## src/rtl/branch_redirect_ctrl.sv

```systemverilog
// PC redirect sequencer for EX-stage jump/branch decisions (predict-not-taken): offers the
// registered target to fetch, flushes IF/ID, and flags misaligned targets. Optional stats: BRANCH_STATS_EN.
//
// state    | meaning
// ---------+-----------------------------------------------------------------
// IDLE     | waiting for a taken jump/branch from EX
// REDIRECT | target offered to fetch; IF/ID flushed and EX stalled until ready
// FLUSH    | redirect accepted; IF/ID still flushed while flushCnt counts down
module branch_redirect_ctrl #(
  parameter int FLUSH_DEPTH = 2
`ifdef BRANCH_STATS_EN
  , parameter int CNT_W = 16
`endif
) (
  input  logic        i_Clk_1,
  input  logic        i_Rst_1,
  input  logic        i_ExValid_1,
  input  logic        i_JumpBranch_1,
  input  logic [31:0] i_TargetPC_32,
  input  logic        i_RedirectReady_1,
  output logic        o_RedirectValid_1,
  output logic [31:0] o_RedirectPC_32,
  output logic        o_Flush_1,
  output logic        o_Stall_1,
  output logic        o_MisalignErr_1
`ifdef BRANCH_STATS_EN
  ,
  output logic [CNT_W-1:0] o_TakenCnt,
  output logic [CNT_W-1:0] o_MisalignCnt
`endif
);

  localparam logic [1:0] IDLE     = 2'd0;
  localparam logic [1:0] REDIRECT = 2'd1;
  localparam logic [1:0] FLUSH    = 2'd2;

  localparam logic [2:0] FLUSH_LOAD = 3'(FLUSH_DEPTH - 1);

  logic [1:0]  state;
  logic [2:0]  flushCnt;
  logic [31:0] redirectPc;
  logic        misalignErr;
  logic        take;
  logic        misaligned;
  logic        accept;
  logic        misalignEvent;

  assign take          = i_ExValid_1 & i_JumpBranch_1;
  assign misaligned    = (i_TargetPC_32[1:0] != 2'b00);
  assign accept        = (state == REDIRECT) & i_RedirectReady_1;
  assign misalignEvent = (state == IDLE) & take & misaligned;

  always_ff @(posedge i_Clk_1) begin
    if (i_Rst_1) begin
      state       <= IDLE;
      flushCnt    <= 3'd0;
      redirectPc  <= 32'h0;
      misalignErr <= 1'b0;
    end else begin
      misalignErr <= 1'b0;
      case (state)
        IDLE: begin
          if (take) begin
            redirectPc <= i_TargetPC_32;
            if (misaligned) misalignErr <= 1'b1;
            else            state       <= REDIRECT;
          end
        end
        REDIRECT: begin
          if (i_RedirectReady_1) begin
            if (FLUSH_DEPTH == 1) begin
              state <= IDLE;
            end else begin
              state    <= FLUSH;
              flushCnt <= FLUSH_LOAD;
            end
          end
        end
        FLUSH: begin
          // The cycle whose count reaches zero is the last flush cycle.
          flushCnt <= flushCnt - 3'd1;
          if (flushCnt == 3'd1) state <= IDLE;
        end
        default: state <= IDLE;
      endcase
    end
  end

  assign o_RedirectValid_1 = (state == REDIRECT);
  assign o_Stall_1         = (state == REDIRECT);
  assign o_Flush_1         = (state == REDIRECT) | (state == FLUSH);
  assign o_RedirectPC_32   = redirectPc;
  assign o_MisalignErr_1   = misalignErr;

`ifdef BRANCH_STATS_EN
  logic [CNT_W-1:0] takenCnt;
  logic [CNT_W-1:0] misalignCnt;

  // Both counters stick at all-ones instead of wrapping.
  always_ff @(posedge i_Clk_1) begin
    if (i_Rst_1) begin
      takenCnt    <= '0;
      misalignCnt <= '0;
    end else begin
      if (accept && (takenCnt != {CNT_W{1'b1}}))
        takenCnt <= takenCnt + 1'b1;
      if (misalignEvent && (misalignCnt != {CNT_W{1'b1}}))
        misalignCnt <= misalignCnt + 1'b1;
    end
  end

  assign o_TakenCnt    = takenCnt;
  assign o_MisalignCnt = misalignCnt;
`else
  logic unusedStats;
  assign unusedStats = accept ^ misalignEvent;
`endif

endmodule
```

## config.mk

```make
export PLATFORM = sky130hd
export DESIGN_NAME = branch_redirect_ctrl
export DESIGN_NICKNAME = d
export VERILOG_FILES = /design/src/rtl/branch_redirect_ctrl.sv
export SDC_FILE = /design/constraint.sdc
export NUM_CORES = 1
export LEC_CHECK = 0
export ABC_AREA = 0
export CAP_MARGIN = 10
export CORE_UTILIZATION = 36
export CTS_CLUSTER_DIAMETER = 80
export DETAILED_ROUTE_END_ITERATION = 10
export GPL_TIMING_DRIVEN = 0
export PLACE_DENSITY = 0.81
export SLEW_MARGIN = 20
export SYNTH_ARGS = -nofsm -noshare
export SYNTH_HDL_FRONTEND = slang
export SYNTH_SLANG_ARGS = --single-unit
```

## constraint.sdc

```tcl
create_clock -name i_Clk_1 -period 1.4 [get_ports i_Clk_1]
set_clock_uncertainty 0.1 [all_clocks]
set_input_delay 0.28 -clock i_Clk_1 [delete_from_list [all_inputs] [get_ports i_Clk_1]]
set_output_delay 0.28 -clock i_Clk_1 [all_outputs]
set_load 0.005 [all_outputs]
```

# Word level (Yosys, flattened, before mapping)
# Index checks and enable logic that the tools add are counted.
# word_totals
reg_bits,38
latch_bits,0
ram_bits,0
mem_bits_ro,0
input_bits,37
output_inout_bits,36
memories,0
# op_classes
add_sub_neg,1
multipliers,0
n_div,0
order_cmp,0
n_eq_ne,7
shifts,0
mux,8
bitwise,4
reduce_logical,7
# ops
op,count
$mux W2,4
$ne A2 B2 Y1 const B,4
$pmux W2 S3,1
$pmux W3 S2,1
$reduce_and A2 Y1,2
$reduce_and A4 Y1,1
$reduce_bool A2 Y1,2
$eq A3 B1 Y1 const B,1
$mux W3,1
$reduce_or A3 Y1,1
$sub A3 B1 Y3 const B,1
$eq A2 B1 Y1 const B,1
$eq A2 B2 Y1 const B,1
$logic_not A2 Y1,1
$not A1 Y1,2
$and A1 B1 Y1,1
$mux W1,1
$or A1 B1 Y1,1

# Longest topological paths before layout
# logic_depth
ltp_word,4
depth_mapped,7
mapped_depth_nobuf,5

# Worst setup path after synthesis
# OpenSTA, ideal clock, no wires.
# synth_path
path_type,register to register
startpoint,register state[0]
endpoint,"register redirectPc[10], in the netlist o_RedirectPC_32[10]"
setup_ns,0.132
arrival_ns,1.154
slack_ns,0.014
stages_incl_launch_ff,8
path_buffers,2
path_cell_list,dfxtp_1 inv_1 ha_1 and3_1 buf_4 buf_6 nand2_1 a21oi_1
# synth_via
elab_chain_cells,2
# synth_lines
element,line,rtl
"start, declared",39,logic [1:0] state;
"start signal, assigned",55,state <= IDLE;
"start signal, assigned",66,else state <= REDIRECT;
"start signal, assigned",72,state <= IDLE;
$logic_not A2 Y1,61,case (state)
$reduce_and A2 Y1 (no line),--,
"end signal, assigned",64,redirectPc <= i_TargetPC_32;
"end, declared",41,logic [31:0] redirectPc;
# Every way passes these cells.
# A chain may end at the register's enable or synchronous reset.

# Final worst setup path
# layout_path
startpoint,register state[1]
endpoint,output o_Flush_1
# layout_via
elab_chain_cells,2
elab_cells_between_ends,3
classes_between,2 x eq/ne; 1 x bitwise
# layout_lines
element,line,rtl
$eq A2 B1 Y1 or $eq A2 B2 Y1 (tied branches),91,assign o_Flush_1 = (state == REDIRECT) | (state == FLUSH);
$or A1 B1 Y1 (*),91,
"end, declared",23,"output logic o_Flush_1,"
# Mark *: on every way between the ends. The rest lies on a longest branch, timed or not.

==> results.py <==
metrics = {
    "setup_path": {
        "r2r_end": "o_RedirectPC_32[31]",
        "ff2ff_setup_slack_ps": -100,
        "cp.required_ps": 1020,
        "crit_path_start": "state[1]",
        "worstReg2RegStart": "state[1]",
        "worstPathMaxFanout": 2,
        "crit_path_end_kind": "output pin",
        "crit_arrival_ps": 1140,
        "critPathCapture": "o_Flush_1",
        "crit_path_start_kind": "flop",
        "critical_path_class": "flop to output pin",
        "ff2ff_path_depth": 7,
    },
    "synth": {
        "synth_nets": 226,
        "yosysSeqAreaShare_pct": 49.0,
        "synth_top_area_share_pct": 49.0,
        "syn_area_per_cell_sq_um": 8.49,
        "ys_top_cells_by_area": "dfxtp_1 49%, nand2_1 15%, a21oi_1 9.0%",
        "synth.distinct_cells": 24,
        "ys_ff_latch": 38,
        "synthCells": 183,
        "netlist_area_sq_um": 1550,
        "ys_warn_count": 0,
        "yosys.area.top_type": "dfxtp_1",
    },
    "cells_and_area": {
        "n_antenna_cell": 0,
        "drive_above_1_share_pct": 41.4,
        "mostFrequentLayoutCells": "40 x nand2_1, 36 x clkdlybuf4s50_1, 33 x dlygate4sd2_1",
        "syn2layout_area_growth_pct": 85.4,
        "nets": 315,
        "final_common_cell": "nand2_1",
    },
    "route": {
        "wl_per_cell_um": 13.7,
        "drtPass1Iterations": 4,
        "drt_iter0_markers": 79,
        "drtAntennaViolNets": 0,
        "drc": 0,
        "drt-vias-per-instance": 4.82,
        "vias": 1557,
        "wl_mm": 4.42,
    },
    "global_routing": {
        "grt_max_degree": 14,
        "grt_usage_pct": 17.5,
        "grt_overflow_total": 0,
        "grt_pass1_wl_mm": 5.98,
        "grt_pass1_vias": 1357,
        "antenna_found_initial": 0,
    },
    "status": {
        "violations": "negative setup slack",
        "status": "finished, violations left",
    },
    "clocking": {
        "clock-sinks": 38,
        "cts_root_buf": "clkbuf_8",
        "h-tree-depth": 2,
        "numCtsBuffers": 5,
        "cts_buffer_depth": 2,
        "hold_buffers": 0,
        "cts_tree": "yes",
        "insertion_delay_ps": 290,
        "clk_pin_slew_worst_paths_ps": 80,
    },
    "pwr": {
        "p_per_area_nw_per_um2": 1250,
        "cellLeakagePower_nw": 1.25,
        "finalPower_mw": 3.61,
        "vdd_ir_drop_max_mv": 0.946,
    },
    "die": {
        "start_util_pct": 38.0,
        "fp.dieW_um": 67.7,
        "die_y_um": 67.7,
        "core-area_sq_um": 4090,
        "die-area_sq_um": 4580,
        "row_count": 23,
        "io_pins": 73,
    },
    "sta": {
        "rsz0062_at_grt": "yes",
        "worst_hold_slack_ps": 353,
        "finalWorstSetupSlack_ps": -119,
        "period_share_pct": 109,
        "hold_violations": 0,
        "setup_viol": 34,
        "tightest_slew_ps": 288,
        "clock.fmax_mhz": 658,
        "finalCriticalPeriod_ps": 1520,
        "relSlewSlack_pct": 80.8,
        "maxSlewViolCount": 0,
        "finalSetupTns_ps": -1830,
    },
    "place": {
        "portBuffers": 72,
        "gp_congestion": 0.701,
        "place_ws_ps": -352,
        "dp_hpwl_mm": 2.56,
    },
    "hold_path": {
        "holdCritPathClass": "flop to flop",
        "hp-start": "o_RedirectPC_32[6]",
    },
    "run": {
        "drv_cap": 0,
    },
}
## cells by family (layout without fill, tap and decap cells)
group / after synthesis / after routing / share of synthesized area (%)
buffers and inverters: 17 / 107 / 6.52
muxes: 2 / 2 / 1.29
AOI/OAI and AO/OA: 38 / 38 / 15.5
adders and majority gates: 6 / 6 / 4.83
DFF: 38 / 38 / 49.0
and+or+nand+nor: 82 / 82 / 22.9
## area by class of cell
| type | count | area (sq um) |
|---|---|---|
| fill | 328 | 1200 |
| clock inverter | 3 | 68.8 |
| sequential | 38 | 785 |
| multi-input combinational | 128 | 958 |
| buffer | 11 | 101 |
| clock buffer | 5 | 68.8 |
| tap | 50 | 62.6 |
| timing repair buffer | 83 | 816 |
| inverter | 5 | 21.3 |
## report_power, final
part / switching (mW) / internal (mW)
Combinational: 0.538 / 0.680
Clock: 0.404 / 0.714
Sequential: 0.0686 / 1.20
## worst max-delay path, cell delays in order (launching register included)
cell	delay, ps
dfxtp_2	350
inv_4	40
buf_6	110
ha_4	260
buf_6	80
## synthesized netlist by cell type, drive strengths merged
cell / count
a21oi: 35
a221oi: 1
and3: 1
and4: 1
buf: 11
clkbuf: 1
dfxtp: 38
ha: 6
inv: 5
mux2i: 2
nand2: 64
nand2b: 6
nand3: 1
nand4: 1
nand4b: 1
nand4bb: 1
nor2: 1
nor2b: 3
nor3: 2
o21ai: 1
o31ai: 1
## how the worst min path moves through the flow
stage	depth (start not counted)	slack, ps	end
after global routing	2	370	o_RedirectPC_32[29]
final	2	350	o_RedirectPC_32[6]
after floorplan	2	320	o_RedirectPC_32[10]
after global placement	2	340	o_RedirectPC_32[5]
after detailed placement	2	350	o_RedirectPC_32[6]
after CTS	2	350	o_RedirectPC_32[6]
## per-stage QoR
step | utilization, % | std cells | cell area [sq um]
after floorplan | - | 183 | 1550
after global placement | 57.2 | 305 | 2340
after detailed placement | 57.2 | 305 | 2340
after CTS | 63.1 | 320 | 2580
after global routing | 70.5 | 323 | 2880
final | 70.5 | 323 | 2880
## state kept, by name (all words and copies together), names as in the netlist
name,count
o_RedirectPC_32,32
flushCnt,3
state,2
o_MisalignErr_1,1
## timing repair
| item | CTS | global route |
|---|---|---|
| resized for setup | 87 | 65 |
| pin swaps | 4 | 34 |
| setup buffers | 8 | 1 |
| setup endpoints to repair | 71 | 36 |
| gates cloned | 1 | 2 |
## metal layers
| layer | part of all wire [%] | track usage (%) | vias up |
|---|---|---|---|
| li1 | - | - | 771 |
| met1 | 44 | 20.9 | 726 |
| met2 | 48 | 28.7 | 54 |
| met3 | 6.8 | 6.42 | 6 |
| met4 | 0.95 | 5.85 | 0 |
| met5 | 0 | 0 | - |
Note: power is estimated with default switching activity, not from simulation.
